$ cat src/rtl/ibex_fetch_lsu_arbiter.sv
// Shares one OBI memory port between instruction fetch and the LSU; an in-order owner FIFO steers responses back.
// Optional build macro: IBEX_ARB_ROUND_ROBIN_EN (round-robin tie breaking instead of fixed DataPriority).
module ibex_fetch_lsu_arbiter #(
  parameter int unsigned MaxOutstanding = 2,
  parameter bit          DataPriority   = 1'b1
) (
  input  logic        clk_i,
  input  logic        rst_ni,

  input  logic        instr_req_i,
  input  logic [31:0] instr_addr_i,
  output logic        instr_gnt_o,
  output logic        instr_rvalid_o,
  output logic [31:0] instr_rdata_o,
  output logic        instr_err_o,

  input  logic        data_req_i,
  input  logic [31:0] data_addr_i,
  input  logic        data_we_i,
  input  logic [3:0]  data_be_i,
  input  logic [31:0] data_wdata_i,
  output logic        data_gnt_o,
  output logic        data_rvalid_o,
  output logic [31:0] data_rdata_o,
  output logic        data_err_o,

  output logic        bus_req_o,
  output logic [31:0] bus_addr_o,
  output logic        bus_we_o,
  output logic [3:0]  bus_be_o,
  output logic [31:0] bus_wdata_o,
  input  logic        bus_gnt_i,
  input  logic        bus_rvalid_i,
  input  logic [31:0] bus_rdata_i,
  input  logic        bus_err_i,

  output logic        busy_o,
  output logic        resp_unexp_o
);

  localparam int unsigned CntW = $clog2(MaxOutstanding + 1);
  localparam int unsigned PtrW = (MaxOutstanding > 1) ? $clog2(MaxOutstanding) : 1;
  localparam logic [CntW-1:0] MaxCnt  = CntW'(MaxOutstanding);
  localparam logic [PtrW-1:0] LastIdx = PtrW'(MaxOutstanding - 1);

  typedef enum logic {
    OwnFetch = 1'b0,
    OwnData  = 1'b1
  } owner_e;

  logic            lock_q, lock_d;
  owner_e          owner_q, owner_d;
  logic [CntW-1:0] count_q, count_d;
  logic [PtrW-1:0] wptr_q, wptr_d;
  logic [PtrW-1:0] rptr_q, rptr_d;
  owner_e          tagFifo_q [MaxOutstanding];
  logic            respUnexp_q, respUnexp_d;

  owner_e winner;
  owner_e tieWinner;
  logic   winnerValid;
  owner_e sel;
  logic   selValid;
  logic   slotFree;
  logic   grant;
  logic   pop;
  owner_e headTag;

`ifdef IBEX_ARB_ROUND_ROBIN_EN
  // Pointer holds the requester that should win the next tie: the one not granted last.
  owner_e rrPtr_q, rrPtr_d;

  always_comb begin
    rrPtr_d = rrPtr_q;
    if (grant) begin
      rrPtr_d = (sel == OwnFetch) ? OwnData : OwnFetch;
    end
  end

  always_ff @(posedge clk_i or negedge rst_ni) begin
    if (!rst_ni) begin
      rrPtr_q <= OwnFetch;
    end else begin
      rrPtr_q <= rrPtr_d;
    end
  end

  assign tieWinner = rrPtr_q;
`else
  assign tieWinner = DataPriority ? OwnData : OwnFetch;
`endif

  always_comb begin
    winnerValid = instr_req_i | data_req_i;
    winner      = OwnFetch;
    if (instr_req_i && data_req_i) begin
      winner = tieWinner;
    end else if (data_req_i) begin
      winner = OwnData;
    end
  end

  // A held lock overrides fresh arbitration so the bus sees stable fields until granted.
  assign sel      = lock_q ? owner_q : winner;
  assign selValid = lock_q | winnerValid;

  // A response in the same cycle frees a slot, so a full FIFO may still accept a new request.
  assign pop      = bus_rvalid_i & (count_q != '0);
  assign slotFree = (count_q != MaxCnt) | pop;

  assign bus_req_o   = selValid & slotFree;
  assign grant       = bus_req_o & bus_gnt_i;
  assign instr_gnt_o = grant & (sel == OwnFetch);
  assign data_gnt_o  = grant & (sel == OwnData);

  always_comb begin
    bus_addr_o  = '0;
    bus_we_o    = 1'b0;
    bus_be_o    = '0;
    bus_wdata_o = '0;
    if (selValid) begin
      if (sel == OwnData) begin
        bus_addr_o  = data_addr_i;
        bus_we_o    = data_we_i;
        bus_be_o    = data_be_i;
        bus_wdata_o = data_wdata_i;
      end else begin
        bus_addr_o  = instr_addr_i;
        bus_be_o    = 4'hF;
      end
    end
  end

  always_comb begin
    lock_d  = lock_q;
    owner_d = owner_q;
    if (lock_q) begin
      if (grant) begin
        lock_d = 1'b0;
      end
    end else if (bus_req_o && !bus_gnt_i) begin
      lock_d  = 1'b1;
      owner_d = winner;
    end
  end

  always_comb begin
    wptr_d  = wptr_q;
    rptr_d  = rptr_q;
    count_d = count_q;
    if (grant) begin
      wptr_d = (wptr_q == LastIdx) ? '0 : wptr_q + PtrW'(1);
    end
    if (pop) begin
      rptr_d = (rptr_q == LastIdx) ? '0 : rptr_q + PtrW'(1);
    end
    if (grant && !pop) begin
      count_d = count_q + CntW'(1);
    end else if (pop && !grant) begin
      count_d = count_q - CntW'(1);
    end
  end

  assign respUnexp_d = respUnexp_q | (bus_rvalid_i & (count_q == '0));

  always_ff @(posedge clk_i or negedge rst_ni) begin
    if (!rst_ni) begin
      lock_q      <= 1'b0;
      owner_q     <= OwnFetch;
      count_q     <= '0;
      wptr_q      <= '0;
      rptr_q      <= '0;
      respUnexp_q <= 1'b0;
    end else begin
      lock_q      <= lock_d;
      owner_q     <= owner_d;
      count_q     <= count_d;
      wptr_q      <= wptr_d;
      rptr_q      <= rptr_d;
      respUnexp_q <= respUnexp_d;
    end
  end

  always_ff @(posedge clk_i or negedge rst_ni) begin
    if (!rst_ni) begin
      for (int i = 0; i < MaxOutstanding; i++) begin
        tagFifo_q[i] <= OwnFetch;
      end
    end else if (grant) begin
      tagFifo_q[wptr_q] <= sel;
    end
  end

  // Read data and error fan out to both masters; only the valid strobes are steered.
  assign headTag        = tagFifo_q[rptr_q];
  assign instr_rvalid_o = pop & (headTag == OwnFetch);
  assign data_rvalid_o  = pop & (headTag == OwnData);
  assign instr_rdata_o  = bus_rdata_i;
  assign data_rdata_o   = bus_rdata_i;
  assign instr_err_o    = bus_err_i;
  assign data_err_o     = bus_err_i;

  assign busy_o       = (count_q != '0) | lock_q;
  assign resp_unexp_o = respUnexp_q;

  assert property (@(posedge clk_i) disable iff (!rst_ni) !(instr_gnt_o && data_gnt_o));
  assert property (@(posedge clk_i) disable iff (!rst_ni) count_q <= MaxCnt);

endmodule

$ cat config.mk
export PLATFORM = sky130hd
export DESIGN_NAME = ibex_fetch_lsu_arbiter
export DESIGN_NICKNAME = d
export VERILOG_FILES = /design/src/rtl/ibex_fetch_lsu_arbiter.sv
export SDC_FILE = /design/constraint.sdc
export NUM_CORES = 1
export LEC_CHECK = 0
export ABC_AREA = 0
export ABC_CLOCK_PERIOD_IN_PS = 1600
export BUFFER_PORTS_ARGS = -buffer_cell sky130_fd_sc_hd__buf_4
export CORE_AREA = 2 2 109 111
export CTS_CLUSTER_SIZE = 40
export DETAILED_ROUTE_END_ITERATION = 10
export DIE_AREA = 0 0 111 113
export REMOVE_ABC_BUFFERS = 1
export SYNTH_ARGS = -nofsm -noshare
export SYNTH_HDL_FRONTEND = slang
export SYNTH_SLANG_ARGS = --single-unit
$ cat constraint.sdc
create_clock -name clk_i -period 1.6 [get_ports clk_i]
set_input_delay 0.08 -clock clk_i [delete_from_list [all_inputs] [get_ports clk_i]]
set_output_delay 0.08 -clock clk_i [all_outputs]
set_load 0.02 [all_outputs]
# --- Yosys cells after proc, flatten, opt, wreduce, memory -nomap -nowiden ---
# Index checks and enable logic that the tools add are counted.
classes:
  n_eq_ne: 1
  magnitude_cmp: 3
  n_div: 0
  reduce_logical: 12
  add_sub_neg: 4
  muxes: 24
  mul: 0
  n_shift: 0
  n_bitwise: 18
ops:
  columns: ["cell", "count"]
  rows:
  - ["2-to-1 mux 32 bit", 4]
  - ["2-to-1 mux 1 bit", 14]
  - ["AND 1 bit", 8]
  - ["2-to-1 mux 4 bit", 2]
  - ["logical AND 1 bit", 5]
  - ["bitwise OR 1 bit", 5]
  - ["greater-or-equal comparator 2 bit (second input constant)", 2]
  - ["2-to-1 mux 2 bit", 2]
  - ["NOT 1 -> 2 bit", 2]
  - ["nonzero test 2 bit", 2]
  - ["logical NOT 1 bit", 3]
  - ["NOT 1 bit", 3]
  - ["adder 1 bit (second input constant)", 2]
  - ["adder 2 x 1 -> 2 bit (second input constant)", 1]
  - ["bitwise mux 2 bit", 1]
  - ["logical NOT 2 bit", 1]
  - ["< comparator 2 x 1 -> 1 bit (second input constant)", 1]
  - ["!= test 2 bit (second input constant)", 1]
  - ["AND reduction 2 bit", 1]
  - ["subtractor 2 x 1 -> 2 bit (second input constant)", 1]
  - ["demux 1 bit (select 1 bit)", 1]
totals:
  mem_count: 0
  mem_bits_rw: 0
  regBits: 9
  word_cells: 70
  in_bits: 140
  mem_bits_ro: 0
  latch_bits: 0
  out_inout_bits: 142

# --- Logic depth before layout (Yosys ltp) ---
logic_depth:
  ltp_word: 9
  depth_mapped: 8
  mapped_depth_nobuf: 7

# --- Worst setup path before layout ---
# OpenSTA, ideal clock, no wires.
synth_timing:
  kind: "register to register"
  start: "reg count_q[0]"
  end: "reg count_q[1]"
  t_required_ns: 1.521
  synth_period_minus_slack_ns: 1.654
  path_buffers: 1
  t_arrival_ns: 1.575
  path_slack_ns: -0.054
  stages_incl_launch_ff: 8
  setup_ns: 0.079
  path_cell_list: "dfrtp_1 -> buf_6 -> or3b_4 -> nand3_4 -> inv_2 -> ha_1 -> nor2_1 -> xor2_1"
synth_via:
  elab_chain_len: 8
  elab_cells_between_ends: 15
  cone_classes: "add/sub: 2; eq/ne: 1; mux: 2; bitwise: 4; reduce/logical: 6"
synth_rtl:
  columns: ["item", "line", "rtl"]
  rows:
  - ["start, declared", "53", "logic [CntW-1:0] count_q, count_d;"]
  - ["start signal, assigned", "177", "count_q <= count_d;"]
  - ["nonzero test 2 bit", "108", "assign pop = bus_rvalid_i & (count_q != '0);"]
  - ["AND 1 bit", "108", null]
  - ["bitwise OR 1 bit", "109", "assign slotFree = (count_q != MaxCnt) | pop;"]
  - ["AND 1 bit", "111", "assign bus_req_o = selValid & slotFree;"]
  - ["AND 1 bit", "112", "assign grant = bus_req_o & bus_gnt_i;"]
  - ["logical NOT 1 bit", "159", "end else if (pop && !grant) begin"]
  - ["logical AND 1 bit", "159", null]
  - ["nonzero test 2 bit (no source line)", null, null]
# Several ways; a longest one is shown, not always the timed one. The select of a mux whose other input is x is not followed.
# A chain may end at the register's enable or synchronous reset.

==> impl_results.md <==
- Post-route design area: 3220 um^2
- Total clock buffers created by CTS: 3
- Synth unique cells: 32
- Reg clk slew, reported paths: 40 ps
- Initial Util: 14.5%
- Row cnt: 39
- Buf/Inv on CP: 4
- Met3 wire length: 2180 um
- Top Layer Used: met5
- Hold WC Path Type: in -> reg
- Clock Sinks: 9
- Clk_skew: 1.25 ps
- Avg Vias per Cell: 4.29
- PnR worst setup slack: -64.0 ps
- 1st-pass router iterations: 4
- Total Routing Usage GR: 14.4%
- Core footprint: 11300 um^2
- Top post-synthesis cells by count: buf_4 (68), a22o_1 (33), and2_1 (33)
- Vias in the first global route: 1930
- Syn Inst Count: 205
- VDD IR-drop max: 807 uV
- Vias post-DR: 2044
- Min cycle time layout: 1660 ps
- Area Overhead vs Synth: 97.7%
- Largest cells by area after synthesis: buf_4 (31%), a22o_1 (18%), dfrtp_1 (14%)
- Synth Area in Compound Gates: 24.8%
- Most frequent cell after synthesis: buf_4
- Total die area: 12500 um^2
- Total leakage power: 1.61 nW
- Post-synthesis sequential area ratio: 13.8%
- Post-Synth Simple-Gate Area: 20.4%
- Most used DFF post-synth: dfrtp_1
- Die Y: 113 um
- Cell Pwr Density: 1420 nW/um^2
- Met1 Wirelength: 3520 um
- First-pass GRT wire length: 13300 um
- Most used cell, CP: buf_6
- Routed wire length: 10500 um
- I/O pins: 282
- Final Cycle Share: 104%
- Clock Latency Late Sink: 240 ps
- Failing checks: negative setup slack
- Max clock buf depth: 2
- Final core occ: 28.6%
- Syn Area/Cell: 7.95 um^2
- Crit path max-delay family: buffers and inverters
- RSZ-0062 raised after global routing: yes
- Worst-path cell chain: buf_6, nand2_4, o21ai_4, buf_12, clkbuf_16, a22o_1, buf_6
- F_max: 601 MHz
- WP data arrival: 1580 ps
- FILL cells: 1201
- CTS Root Cell: clkbuf_16
- Worst setup EP type: primary output
- Post-Syn Area: 1630 um^2
- Mux contribution to synthesized area: 1.23%
- PortBufs: 182
- Die X: 111 um
- Final hold viol count: 0
- Critical path data required time: 1520 ps
- Nets: 475
- Actual slew at the worst max-slew pin: 415 ps
- Post-synthesis register bit count: 9
- Routed wire length on met2: 4580 um
- Post-DP Area: 2710 um^2
- Main combinational cell family by area after synthesis: buffers and inverters
- Cell accounting for the most synthesized area: buf_4
- Asr flop ratio synth: 100%
- Slew HR: 72.2%
- Yosys Warn Count: 0
- ANT nets after route: 0
- Share of post-route cells with drive strength above 1: 71.5%
- Largest net degree at the start of global routing: 49
- Initial antenna violation count: 1
- HPWL Detailed: 8460 um
- Final Slew Violations: 0
- Worst Path Max Fanout: 12
- Routed len/inst: 22.0 um
- Routability cong.: 0.757
- Startpoint Class: flip-flop
- Status: finished with violations
- CTS tree: done
- Hold slack: 75.5 ps
- Max Cap Viol: 0
- DRC: 0
- Setup violations, final: 33
- Synth top area share: 31.3%
- Placed Cells incl. Taps: 461
- Total grt overflow: 0
- EDFF count, synth: 0
- XOR/XNOR Fraction of Synth Area: 2.69%
- Pre-CTS setup slack: -15.3 ps
- DR iter-0 viols: 82
- Worst setup path category: reg -> out
- Adder-cell share of the synthesized area: 0.767%
- Finished Layout Cells: 477
- Crit path largest cell delay: 380 ps
- Htree depth: 1
- Slowest CP cell: dfrtp_1
[area by class of cell]
class,instances,area (um^2),area share (%)
inverters,4,15.0,0.466
multi-input cells,113,903,28.0
clock buffers,4,78.8,2.45
diodes,1,2.50,0.0776
repair buffers,203,1820,56.4
flip-flops and latches,9,225,6.99
well taps,143,179,5.55
[metal layers]
layer  global-route usage [%]  vias up
li1                         -      896
met1                     14.6      921
met2                     20.1      210
met3                     15.2       13
met4                     2.75        4
met5                     7.06        -
[per-stage QoR]
step                power [W]  TNS (ps)
finish                0.00459     -1130
global route          0.00482     -2840
CTS                   0.00406      -884
detailed placement    0.00344     -15.3
global placement      0.00340         0
floorplan             0.00200    -33590
[path summary, 6_finish.rpt]
check / slack, ps / cells past startpoint / from / to
hold reg to reg: 460 / 1 / resp_unexp_o$_DFF_PN0_ / resp_unexp_o$_DFF_PN0_
setup / recovery: -60 / 7 / flip-flop / bus_addr_o[3]
min in group asynchronous: 200 / 2 / rst_ni / tagFifo_q[1]$_DFFE_PN0P_
max in group asynchronous: 1260 / 2 / rst_ni / owner_q$_DFFE_PN0P_
hold / removal: 80 / 2 / bus_rvalid_i / resp_unexp_o$_DFF_PN0_
setup reg to reg: 50 / 6 / count_q[0]$_DFFE_PN0P_ / count_q[1]$_DFFE_PN0P_
[worst register-to-register path, stage by stage, from the launching register on]
cell and delay, ps:
dfrtp_1 370, buf_4 160, o21ai_0 280, ha_2 240, xor2_1 170, nor2_2 60
xor2_1 160
[where the power goes]
group | internal (W) | total (W) | switching, W | leakage [nW]
sequential | 0.000331 | 0.000409 | 0.0000777 | 0.101
combinational | 0.00195 | 0.00373 | 0.00178 | 1.47
clock | 0.000334 | 0.000449 | 0.000115 | 0.0382
total | 0.00262 | 0.00459 | 0.00197 | 1.61
[placed cells by master, fill, tap and decap left out, types with 2 or more instances in the layout]
cell type  count
xor2_1         2
nor2_1         7
xnor2_1        3
o31ai_2        2
inv_2          2
buf_4        139
buf_6         56
buf_12         4
or3_4          2
clkbuf_16      5
mux2i_1        2
o31ai_1        2
and2_4        17
dfrtp_1        9
a31oi_1        3
inv_1          2
o21ai_0        4
nor2b_1        2
nor2_2         4
a22o_1        33
and2_1        16
[logic make-up after synthesis]
family                     after synthesis
AOI/OAI and AO/OA                       50
adders and majority gates                1
muxes                                    2
xor gates and xnor gates                 5
and+or+nand+nor                         55
DFF                                      9
buffers and inverters                   83
[timing repair]
action                                 in CTS  in global routing
endpoints found under the hold margin       9                  0
gates cloned                                0                  3
hold buffers                                1                  0
setup buffers                               2                  5
pin swaps                                   1                 29
resized for setup                          22                 66
setup endpoints to repair                  67                 66
No activity file was read; power rests on OpenSTA's default activity.
